$ cat config.mk
export PLATFORM = sky130hd
export DESIGN_NAME = ip_codma_crc_engine
export DESIGN_NICKNAME = d
export VERILOG_FILES = /design/src/rtl/ip_codma_crc_engine.sv
export SDC_FILE = /design/constraint.sdc
export NUM_CORES = 1
export LEC_CHECK = 0
export BUFFER_PORTS_ARGS = -buffer_cell sky130_fd_sc_hd__buf_2
export CORE_MARGIN = 10
export CORE_UTILIZATION = 56
export DETAILED_ROUTE_END_ITERATION = 10
export PLACE_DENSITY = 0.81
export SYNTH_ARGS = -nofsm -noshare
export SYNTH_HDL_FRONTEND = slang
export SYNTH_SLANG_ARGS = --single-unit
$ cat constraint.sdc
create_clock -name clk_i -period 23.1 [get_ports clk_i]
set_input_delay 4.62 -clock clk_i [delete_from_list [all_inputs] [get_ports clk_i]]
set_output_delay 4.62 -clock clk_i [all_outputs]
set_load 0.02 [all_outputs]
$ cat src/rtl/ip_codma_crc_engine.sv
// CRC-32 (MSB-first, non-reflected) over up to NUM_WORDS snapshotted words, one word per clock.
// Latency: start at T with N words -> crc_complete_flag_o in T+N+1, crc_output_o updated from T+N+2.
// No backpressure: start_i/clear_i while busy_o are dropped; stop_i aborts back to INIT.
module ip_codma_crc_engine #(
  parameter logic [31:0] POLY      = 32'h04C1_1DB7,
  parameter logic [31:0] INIT      = 32'hFFFF_FFFF,
  parameter logic [31:0] XOR_OUT   = 32'hFFFF_FFFF,
  parameter int unsigned NUM_WORDS = 8
) (
  input  logic                       clk_i,
  input  logic                       reset_n_i,
  input  logic                       start_i,
  input  logic                       clear_i,
  input  logic                       stop_i,
  input  logic [3:0]                 word_count_i,
  input  logic [NUM_WORDS-1:0][31:0] data_reg_i,
  output logic                       busy_o,
  output logic                       crc_complete_flag_o,
  output logic [31:0]                crc_output_o
);

  localparam int unsigned IDX_W   = (NUM_WORDS > 1) ? $clog2(NUM_WORDS) : 1;
  localparam logic [3:0]  MAX_CNT = 4'(NUM_WORDS);

  typedef enum logic [1:0] {
    CRC_IDLE = 2'd0,
    CRC_RUN  = 2'd1,
    CRC_DONE = 2'd2
  } state_t;

  state_t                     state_q, state_d;
  logic [31:0]                crc_q, crc_d;
  logic [31:0]                out_q, out_d;
  logic [IDX_W-1:0]           idx_q, idx_d;
  logic [3:0]                 cnt_q, cnt_d;
  logic [3:0]                 cnt_clamped;
  logic [NUM_WORDS-1:0][31:0] data_q;
  logic                       load;
  logic                       flag;

  // One full word through the serial LFSR, bit 31 first.
  function automatic logic [31:0] crc_step(input logic [31:0] crc, input logic [31:0] d);
    logic [31:0] c;
    logic        fb;
    c = crc;
    for (int i = 31; i >= 0; i--) begin
      fb = c[31] ^ d[i];
      c  = {c[30:0], 1'b0} ^ (fb ? POLY : 32'h0);
    end
    return c;
  endfunction

  assign cnt_clamped = (word_count_i > MAX_CNT) ? MAX_CNT : word_count_i;

  always_comb begin
    state_d = state_q;
    crc_d   = crc_q;
    idx_d   = idx_q;
    cnt_d   = cnt_q;
    out_d   = out_q;
    load    = 1'b0;
    flag    = 1'b0;
    case (state_q)
      CRC_IDLE: begin
        if (start_i) begin
          load  = 1'b1;
          idx_d = '0;
          cnt_d = cnt_clamped;
          if (clear_i) begin
            crc_d = INIT;
          end
          state_d = (cnt_clamped == 4'd0) ? CRC_DONE : CRC_RUN;
        end else if (clear_i) begin
          crc_d = INIT;
        end
      end
      CRC_RUN: begin
        // Abort wins over finishing the last word.
        if (stop_i) begin
          state_d = CRC_IDLE;
          crc_d   = INIT;
        end else begin
          crc_d = crc_step(crc_q, data_q[idx_q]);
          idx_d = idx_q + IDX_W'(1);
          if (4'(idx_q) == cnt_q - 4'd1) begin
            state_d = CRC_DONE;
          end
        end
      end
      CRC_DONE: begin
        state_d = CRC_IDLE;
        if (stop_i) begin
          crc_d = INIT;
        end else begin
          flag  = 1'b1;
          out_d = crc_q ^ XOR_OUT;
        end
      end
      default: begin
        state_d = CRC_IDLE;
      end
    endcase
  end

  always_ff @(posedge clk_i) begin
    if (!reset_n_i) begin
      state_q <= CRC_IDLE;
      crc_q   <= INIT;
      idx_q   <= '0;
      cnt_q   <= '0;
      out_q   <= INIT ^ XOR_OUT;
    end else begin
      state_q <= state_d;
      crc_q   <= crc_d;
      idx_q   <= idx_d;
      cnt_q   <= cnt_d;
      out_q   <= out_d;
    end
  end

  // Snapshot only; contents are don't-care until the next accepted start.
  always_ff @(posedge clk_i) begin
    if (load) begin
      data_q <= data_reg_i;
    end
  end

  assign busy_o              = (state_q != CRC_IDLE);
  assign crc_complete_flag_o = flag;
  assign crc_output_o        = out_q;

endmodule

# --- Word-level counts from Yosys, hierarchy flattened ---
# Index checks and enable logic that the tools add are counted.
word_totals:
  out_inout_bits: 34
  reg_bits: 329
  elab_cells: 152
op_classes:
  reduce_logical: 10
  order_cmp: 2
  n_bitwise: 66
  add_sub_neg: 2
  mux: 51
  eq_ne: 8
ops:
  columns: ["op", "n"]
  rows:
  - ["$xor A32 B27 Y32", 32]
  - ["$mux W27", 32]
  - ["$mux W32", 4]
  - ["$bmux W32 S3", 1]
  - ["$pmux W32 S3", 1]
  - ["$not A32 Y32", 1]
  - ["$xor A1 B1 Y1", 32]
  - ["$mux W2", 4]
  - ["$ne A2 B2 Y1 const B", 4]
  - ["$mux W3", 2]
  - ["$pmux W3 S2", 1]
  - ["$reduce_and A2 Y1", 3]
  - ["$reduce_and A3 Y1", 2]
  - ["$eq A3 B4 Y1", 1]
  - ["$gt A4 B4 Y1 const B", 1]
  - ["$logic_not A4 Y1", 1]
  - ["$lt A3 B4 Y1 const B", 1]
  - ["$mux W1", 4]
  - ["$mux W4", 1]
  - ["$pmux W2 S2", 1]
  - ["$reduce_bool A2 Y1", 2]
  - ["$sub A4 B1 Y4 const B", 1]
  - ["$add A3 B1 Y3 const B", 1]
  - ["$ne A3 B3 Y1 const B", 1]
  - ["other kinds (5)", 5]

# --- Logic depth before layout (Yosys ltp) ---
# Gate-level depths: netlist of the first run.
logic_depth:
  word_depth: 100
  depth_mapped: 19
  ltp_nobuf: 13

# --- Worst setup path before layout of the first run ---
# Ideal clock, no wire load.
synth_timing:
  kind: "in2reg"
  start: "input start_i"
  end: "register data_q[0] (netlist bit) (enable)"
  arrival_time_ns: 9.808
  path_buffers: 1
  required_ns: 22.494
  setup_time_ns: 0.606
  cell_stages: 3
  slack_ns: 12.686
  path_cell_list: "nand2_1 > clkbuf_1 > inv_1"
synth_between:
  elab_chain_cells: 2
synth_rtl:
  columns: ["element", "line_no", "text"]
  rows:
  - ["start, declared", "12", "input logic start_i,"]
  - ["$mux W1", "65", "if (start_i) begin"]
  - ["$mux W1", "63", "case (state_q)"]
  - ["named net load", "38", "logic load;"]
  - ["end signal, assigned", "124", "data_q <= data_reg_i;"]
  - ["end, declared", "37", "logic [NUM_WORDS-1:0][31:0] data_q;"]
# The timed path passes the listed nets, and every way through them passes these cells.
# A chain may end at the register's enable or synchronous reset.

# --- Worst setup path after layout of the first run ---
layout_timing:
  start: "input stop_i"
  end: "output crc_complete_flag_o"
layout_between:
  elab_chain_cells: 2
layout_rtl:
  columns: ["element", "line_no", "text"]
  rows:
  - ["start, declared", "14", "input logic stop_i,"]
  - ["$mux W1", "92", "if (stop_i) begin"]
  - ["$mux W1", "63", null]
  - ["end, declared", "18", "output logic crc_complete_flag_o,"]
# No other way between the ends.

==> qor.yml, run 1 <==
status: "complete, no violations"
dpl.hpwl_um: 28030
antenna_found_initial: 0
crit_arrival_ns: 6.05
path_cells: "buf_2 > nor2_1 > nand2_1 > inv_2 > buf_2"
cp_num_buf_inv: 3
worst-setup-path-type: "input pin to primary output"
crit_family: "buffers and inverters"
grt_use_met2_pct: 37.40
grt.busiest_layer: "met2"
worst_pin_slew_ns: 1.145
htreeDepth: 2
cts-resized-gates: 0
synth_edf_count: 256
r2r_setup_slack_ns: 17.18
drc: 0
slew_viol_final: 0
critPathMaxFanout: 59
use_met3_pct: 3.395
viasPerCell: 5.427
wirelength_um: 37410
met1_usage_pct: 25.00
grt-ovfl-total: 0
syn_area_um2: 15710
cts_hold_buf: 0
critPathLaunch: "stop_i"
track_usage_pct: 20.63
finalWeightedCongestion: 0.9481
synth_top_area_share_pct: 48.93
relSlewSlack_pct: 23.70
cpMaxStageDelayCell: "inv_2"
crit_path_start_kind: "input pin"
synthCells: 947
ios: 299
die_area_um2: 35160
yosysTopAreaCell: "edfxtp_1"
grt_pass1_vias: 9786
ys_ff_latch: 329
fp-row-count: 61
root_buffer: "clkbuf_16"
coreArea_um2: 27710
hold_start: "cnt_q[3]"
yosys-top-cells-area: "edfxtp_1 (49%), dfxtp_1 (9.3%), xnor2_1 (8.5%), mux4_2 (5.7%), xnor3_1 (3.0%)"
ys.flop_type: "edfxtp_1"
setup_viol: 0
final_util_pct: 67.10
clock_latency_ns: 0.51
hold_path.class: "flop to flop"
hold_viol_final: 0
cpMostUsedCell: "buf_2"
required_ns: 18.48
synth_common_cells: "edfxtp_1 (256), xnor2_1 (152), dfxtp_1 (73), nand2_1 (54)"
yosysWarningCount: 0
ys_seq_area_share_pct: 58.23
synth_cell_types: 58
syn_to_final_growth_pct: 18.32
async_flop_share_pct: 0
initial_core_util_pct: 56.71
drt_first_pass_iters: 4
wl_per_cell_um: 22.64
worstSetupEndpointType: "primary output"
port_buffers: 298
period_needed_ns: 10.67
numCtsBuffers: 34
period_share_pct: 46.17
cpPeakStageDelay_ns: 0.74
rsz0062_at_grt: "false"
max_cap_viol_count: 0
die_w_um: 187.5
fin_nets: 1515
r2r_start: "idx_q[0]"
clkSlewWorstSetupHoldPaths_ns: 0.06
syn-num-nets: 1214
post-cts-setup-buffers: 0
vias: 8966
syn_avg_cell_area_um2: 16.59
max_freq_mhz: 93.76
synth_most_common_cell: "edfxtp_1"
grt_pass1_wl_um: 56360
grt_max_degree: 171
tns_ns: 0
clock_skew_ns: 0.01563
timing.hold.ws_ns: 0.4809
chipHeight_um: 187.5
antenna_left: 0
cts_tree: "done"
drive_above_1_share_pct: 36.92
drt_iter0_markers: 655
cts_buffer_depth: 3
cts.sinks: 329
[cell type report]
type | count | area (um2)
fill | 1858 | 9116
multi-input combinational | 573 | 6305
clock buffer | 50 | 952.2
timing repair buffer | 304 | 1536
inverter | 6 | 30.03
tap | 378 | 473.0
clock inverter | 11 | 132.6
antenna | 1 | 2.502
sequential | 329 | 9158
[stage by stage]
stage / worst slack [ns] / cell area [um2] / instances
floorplan: 12.69 / 15710 / 947
global placement: 12.50 / 17500 / 1590
detailed placement: 12.46 / 17500 / 1590
CTS: 12.45 / 18590 / 1651
global route: 12.29 / 18590 / 1651
finish: 12.43 / 18590 / 1652
[cell families after synthesis]
| kind of cell | share of synthesized area, % |
|---|---|
| AO/OA/AOI/OAI | 5.806 |
| XOR/XNOR | 21.34 |
| adder cells (fa/ha/maj) | 0.1592 |
| buffers and inverters | 1.640 |
| flip-flops | 58.23 |
| multiplexers | 10.25 |
| AND/OR/NAND/NOR | 2.572 |
[per-layer routing]
layer	part of all wire, %	wire length, um
met1	39	14550
met5	0	0
met2	54	20050
met3	5.5	2061
met4	2.0	746
[state kept, by name, indices dropped and copies added, names as in the netlist]
name and flops:
cnt_q 4, idx_q 3, data_q 256, crc_q 32, crc_output_o 32, state_q 2
[cell usage in the layout, fill, tap and decap left out, types with 6 or more instances in the layout]
cell and count:
buf_2 298, edfxtp_1 256, xnor2_1 152, dfxtp_1 70
nand2_1 54, mux2i_1 45, xor2_1 45, mux4_2 40
clkbuf_16 35, o211a_1 29, o22ai_1 22, xnor3_1 21
xnor2_2 19, o22a_1 19, mux2_2 13, xnor2_4 13
clkbuf_1 13, mux2_1 10, xor2_2 9, o21ai_0 8
nor2_1 7, a221oi_2 7, xnor3_2 6, a21oi_1 6
buf_4 6
[worst register-to-register path: stages (launching register included)]
cell and delay [ns]:
dfxtp_4 0.71, buf_4 0.70, mux4_2 0.62, mux2i_1 0.45, xnor2_1 0.19, xnor3_2 0.59, xnor2_4 0.29, xor3_4 0.67
xnor2_2 0.31, xnor2_4 0.19, xnor2_4 0.39, xnor3_1 0.45, o22a_1 0.22
[path summary, 6_finish.rpt]
check                                           end  cells past startpoint
worst max-delay path            crc_complete_flag_o                      5
worst min-delay path                       cnt_q[3]                      2
worst max register to register            crc_q[12]                     12
worst min register to register             cnt_q[3]                      2
Power of run 1 is not shown: default switching activity piles up to over one toggle a cycle in this logic, so the estimate is an artifact.
==> inputs of run 2 (changes only) <==
Settings changed: CORE_UTILIZATION 56 to 51, PLACE_DENSITY 0.81 to 0.77.
Clock period 23.1 ns to 9.6 ns, I/O delays scaled along.
==> run 2 against run 1 <==
Critical path depth up 8. Worst setup slack worse by 8.6 ns. Non-clock buffer count up 1. Count of clock-buffer cells in the layout down 6. Via count down 0.99%. Routed wire length up 3.3%. Utilization down 6.0 points. Clock skew down 0.0034 ns. Critical endpoint is now crc_q[14]. Largest cell class unchanged. Highest routed layer unchanged.
==> qor.yml, run 2 (same netlist as run 1, synthesis figures left out) <==
vias: 8877  # was 8966
period_share_pct: 60.26
cpMaxStageDelayCell: "buf_4"  # was inv_2
wirelength_um: 38640  # was 37410 um
drc: 0  # unchanged
post-cts-setup-buffers: 0  # unchanged
dpl.hpwl_um: 29250  # was 28030 um
wl_per_cell_um: 23.14  # was 22.64 um
antenna_left: 0  # unchanged
fin_nets: 1516  # was 1515
tns_ns: 0  # unchanged
period_needed_ns: 5.785
r2r_start: "idx_q[0]"  # unchanged
die_w_um: 195.5  # was 187.5 um
cts_tree: "done"  # unchanged
clkSlewWorstSetupHoldPaths_ns: 0.06  # about the same
r2r_cells: 13  # was 12
layout_common_cells: "buf_2 (298), edfxtp_1 (256), xnor2_1 (152)"  # unchanged
largest_reg_flops: 256  # unchanged
ios: 299  # unchanged
critPathLaunch: "idx_q[0]"  # was stop_i
grt-ovfl-total: 0  # unchanged
clock_skew_ns: 0.01219  # was 0.01563 ns
status: "complete, no violations"  # unchanged
grt_max_degree: 167  # was 171
m1WireLength_um: 15520  # was 14550 um
worst-setup-path-type: "flop to flop"  # was input pin to primary output
hold_viol_final: 0  # unchanged
rsz0062_at_grt: "false"  # unchanged
required_ns: 9.99  # was 18.48 ns
drive_above_1_share_pct: 37.23  # was 36.92%
r2r_end: "crc_q[14]"  # was crc_q[12]
root_buffer: "clkbuf_16"  # unchanged
largest-register: "data_q"  # unchanged
syn_to_final_growth_pct: 18.61  # was 18.32%
slew_viol_final: 0  # unchanged
setup_viol: 0  # unchanged
critPathMaxFanout: 44  # was 59
antenna_found_initial: 1  # was 0
cts-resized-gates: 0  # unchanged
drt_first_pass_iters: 7  # was 4
relSlewSlack_pct: 22.95  # was 23.70%
numCtsBuffers: 34  # unchanged
timing.hold.ws_ns: 0.4934  # was 0.4809 ns
grt_pass1_vias: 9520  # was 9786
grt_pass1_wl_um: 57620  # was 56360 um
clock_latency_ns: 0.50  # was 0.51 ns
viasPerCell: 5.316  # was 5.427
track_usage_pct: 19.53  # was 20.63%
initial_core_util_pct: 51.50  # was 56.71%
cts_buffer_depth: 3  # unchanged
die_area_um2: 38230  # was 35160 um2
htreeDepth: 2  # unchanged
wl_met3_um: 2201  # was 2061 um
worst_pin_slew_ns: 1.156  # was 1.145 ns
path_cells: "buf_4 > mux4_2 > mux2i_1 > xor2_1 > xnor3_1 > xnor2_4 > xor2_1 > xnor3_1 > xnor3_1 > xor2_1 > xnor2_1 > xnor2_1 > o22a_1"  # was buf_2 > nor2_1 > nand2_1 > inv_2 > buf_2
coreArea_um2: 30510  # was 27710 um2
cts.sinks: 329  # unchanged
final_common_cell: "buf_2"  # unchanged
crit_path_start_kind: "flop"  # was input pin
worstSetupEndpointType: "flop"  # was primary output
fp-row-count: 64  # was 61
top_layer: "met4"  # unchanged
cts_hold_buf: 0  # unchanged
max_cap_viol_count: 0  # unchanged
finalWeightedCongestion: 0.9276  # was 0.9481
cp-endpoint: "crc_q[14]"  # was crc_complete_flag_o
crit_arrival_ns: 6.17  # was 6.05 ns
wl_met2_um: 20080  # was 20050 um
port_buffers: 298  # unchanged
cpPeakStageDelay_ns: 0.78  # was 0.74 ns
r2r_setup_slack_ns: 3.82  # was 17.18 ns
drt_iter0_markers: 651  # was 655
max_freq_mhz: 172.9
hold_path.class: "flop to flop"  # unchanged
chipHeight_um: 195.5  # was 187.5 um
run 2: cell types whose count changed in the layout (fill, tap and decap cells not counted), sizes merged:
| cell | before | now |
|---|---|---|
| clkbuf | 50 | 44 |
| clkinv | 6 | 10 |
| buf | 304 | 305 |
| bufinv | 3 | 4 |
run 2: final cells by class:
class | instances | area [um2]
multi-input combinational | 573 | 6305
fill | 2267 | 11870
timing repair buffer | 305 | 1544
clock inverter | 16 | 183.9
clock buffer | 44 | 917.1
inverter | 6 | 30.03
sequential | 329 | 9158
antenna | 1 | 2.502
tap | 396 | 495.5
run 2: stage by stage:
step	cells	setup WS, ns	instance area, um2	utilization, %
6_report	1670	3.815	18640	61.08
5_1_grt	1670	3.398	18640	61.08
4_1_cts	1669	3.740	18630	61.07
3_5_place_dp	1609	3.759	17530	57.46
3_3_place_gp	1609	3.708	17530	57.46
2_1_floorplan	947	1.886	15710	-
run 2: critical path, delay by kind of cell (launching register included):
family	cells	cell delay, ns
AO/OA/AOI/OAI	1	0.18
XOR/XNOR	9	3.18
buffers and inverters	1	0.78
flip-flops	1	0.66
multiplexers	2	0.80
run 2: how the worst min path moves through the flow:
| stage | from | to | slack (ns) | cells after the start |
|---|---|---|---|---|
| after floorplan | cnt_q[3] | cnt_q[3] | 0.46 | 2 |
| after global routing | crc_output_o[21] | crc_output_o[21] | 0.51 | 1 |
| after CTS | crc_output_o[3] | crc_output_o[3] | 0.49 | 1 |
| final | crc_output_o[3] | crc_output_o[3] | 0.49 | 1 |
| after detailed placement | crc_output_o[3] | crc_output_o[3] | 0.48 | 1 |
| after global placement | cnt_q[3] | cnt_q[3] | 0.47 | 2 |
run 2: metal layers:
layer | global-route usage, % | vias to the layer above
met5 | 0 | -
li1 | - | 4146
met3 | 3.580 | 48
met4 | 5.260 | 0
met2 | 33.85 | 291
met1 | 24.52 | 4392
Power of run 2 is left out for the same reason.
==> inputs of run 3 (changes only) <==
Clock period 9.6 ns to 5 ns, I/O delays scaled along.
==> run 3 against run 2 <==
Sequential share of layout area fell by 0.82 points. Critical path depth did not move. Worst hold slack barely moved. Count of clock-buffer cells in the layout fell by 5. Register-to-register slack got worse by 3.6 ns. Global-route usage rose by 0.35 points. Final cell count rose by 2.5%.
==> qor.yml, run 3 (same netlist as run 1, synthesis figures left out) <==
tns_ns: 0  # unchanged
max_cap_viol_count: 0  # unchanged
instances_no_fill: 1711  # was 1670
port_buffers: 298  # unchanged
vias: 9130  # was 8877
clock_skew_ns: 0.03006  # was 0.01219 ns
drt_first_pass_iters: 5  # was 7
max_freq_mhz: 209.8  # was 172.9 MHz
period_share_pct: 95.32  # was 60.26%
setup_viol: 0  # unchanged
final_common_cell: "buf_2"  # unchanged
worst-setup-path-type: "flop to flop"  # unchanged
grt_max_degree: 89  # was 167
ios: 299  # unchanged
rsz0062_at_grt: "false"  # unchanged
drt_iter0_markers: 582  # was 651
r2r_end: "crc_q[11]"  # was crc_q[14]
layout_common_cells: "buf_2 (298), edfxtp_1 (256), xnor2_1 (151)"  # was buf_2 (298), edfxtp_1 (256), xnor2_1 (152)
dpl.hpwl_um: 30280  # was 29250 um
chipHeight_um: 195.5  # unchanged
crit_arrival_ns: 5.18  # was 6.17 ns
final_util_pct: 62.11  # was 61.08%
cts_hold_buf: 0  # unchanged
largest-register: "data_q"  # unchanged
clock_latency_ns: 0.54  # was 0.50 ns
period_needed_ns: 4.766  # was 5.785 ns
root_buffer: "clkbuf_16"  # unchanged
hold_path.class: "flop to flop"  # unchanged
wirelength_um: 39020  # was 38640 um
dp.cells: 1647  # was 1609
cts_buffer_depth: 3  # unchanged
relSlewSlack_pct: 25.24  # was 22.95%
track_usage_pct: 19.88  # was 19.53%
cp-endpoint: "crc_q[11]"  # was crc_q[14]
syn_to_final_growth_pct: 20.62  # was 18.61%
critPathMaxFanout: 12  # was 44
hold_start: "crc_output_o[0]"  # was crc_output_o[3]
grt-ovfl-total: 0  # unchanged
critPathLaunch: "idx_q[0]"  # unchanged
r2r_start: "idx_q[0]"  # unchanged
worstSetupEndpointType: "flop"  # unchanged
worst_pin_slew_ns: 1.121  # was 1.156 ns
status: "complete, no violations"  # unchanged
numCtsBuffers: 34  # unchanged
largest_reg_flops: 256  # unchanged
die_w_um: 195.5  # unchanged
required_ns: 5.41  # was 9.99 ns
r2r_cells: 13  # unchanged
crit_path_start_kind: "flop"  # unchanged
grt_pass1_vias: 10090  # was 9520
hold_viol_final: 0  # unchanged
htreeDepth: 2  # unchanged
r2r_setup_slack_ns: 0.23  # was 3.82 ns
die_area_um2: 38230  # unchanged
grt_pass1_wl_um: 58950  # was 57620 um
clkSlewWorstSetupHoldPaths_ns: 0.06  # about the same
drc: 0  # unchanged
fin_nets: 1557  # was 1516
cts_tree: "done"  # unchanged
slew_viol_final: 0  # unchanged
fp-row-count: 64  # unchanged
initial_core_util_pct: 51.50  # unchanged
antenna_left: 0  # unchanged
finalWeightedCongestion: 0.9302  # was 0.9276
drive_above_1_share_pct: 39.45  # was 37.23%
viasPerCell: 5.336  # was 5.316
wl_per_cell_um: 22.81  # was 23.14 um
antenna_found_initial: 4  # was 1
cts.sinks: 329  # unchanged
coreArea_um2: 30510  # unchanged
==> run 3: cell types whose count changed in the layout (fill, tap and decap cells not counted), sizes merged <==
cell,change
clkbuf,-5
diode,+1
clkinvlp,+1
buf,+41
clkinv,+6
bufinv,-3
==> run 3: repair_timing <==
item	in CTS	in global routing
gates resized for setup	0	2
endpoints found under the hold margin	0	0
endpoints found under the setup margin	0	6
setup buffers	0	3
==> run 3: cell type report <==
type	count	area [um2]
fillers	2203	11560
multi-input cells	573	6330
clock inverters	20	165.2
flip-flops and latches	329	9158
repair buffers	346	1902
well taps	396	495.5
diodes	2	5.005
inverters	6	26.28
clock buffers	39	869.6
==> run 3: through the flow <==
step | setup WS [ns] | cell area (um2) | hold slack, ns
2_1_floorplan | -0.4055 | 15740 | 0.4569
3_3_place_gp | 0.1378 | 17880 | 0.4709
3_5_place_dp | 0.1536 | 17880 | 0.4746
4_1_cts | 0.1152 | 18910 | 0.4959
5_1_grt | 0.006127 | 18950 | 0.5065
6_report | 0.2341 | 18950 | 0.4936
==> run 3: worst min-delay path by stage <==
stage	to	slack [ns]	cells after the start
after global placement	cnt_q[3]	0.47	2
after CTS	crc_output_o[0]	0.50	1
after floorplan	cnt_q[3]	0.46	2
final	crc_output_o[0]	0.49	1
after global routing	crc_output_o[13]	0.51	1
after detailed placement	cnt_q[3]	0.47	2
==> run 3: layer usage <==
layer / GRT usage [%] / wire length, um / vias up / share of wire (%)
met3: 3.820 / 2413 / 59 / 6.2
li1: - / - / 4234 / -
met4: 6.307 / 1101 / 4 / 2.8
met2: 34.27 / 20220 / 292 / 52
met1: 24.65 / 15260 / 4541 / 39
met5: 0 / 24 / - / 0.062
==> run 3: critical path, cell delays in order, from the launching register on <==
cell and delay, ns:
dfxtp_4 0.49, buf_4 0.23, mux2_1 0.34, o22ai_1 0.29
a221oi_4 0.09, xnor2_4 0.43, xnor2_2 0.23, xnor3_2 0.49
xnor3_2 0.51, xor2_2 0.44, xnor2_4 0.23, xnor2_4 0.34
xnor3_1 0.37, o22a_1 0.18
Power of run 3 is left out for the same reason.
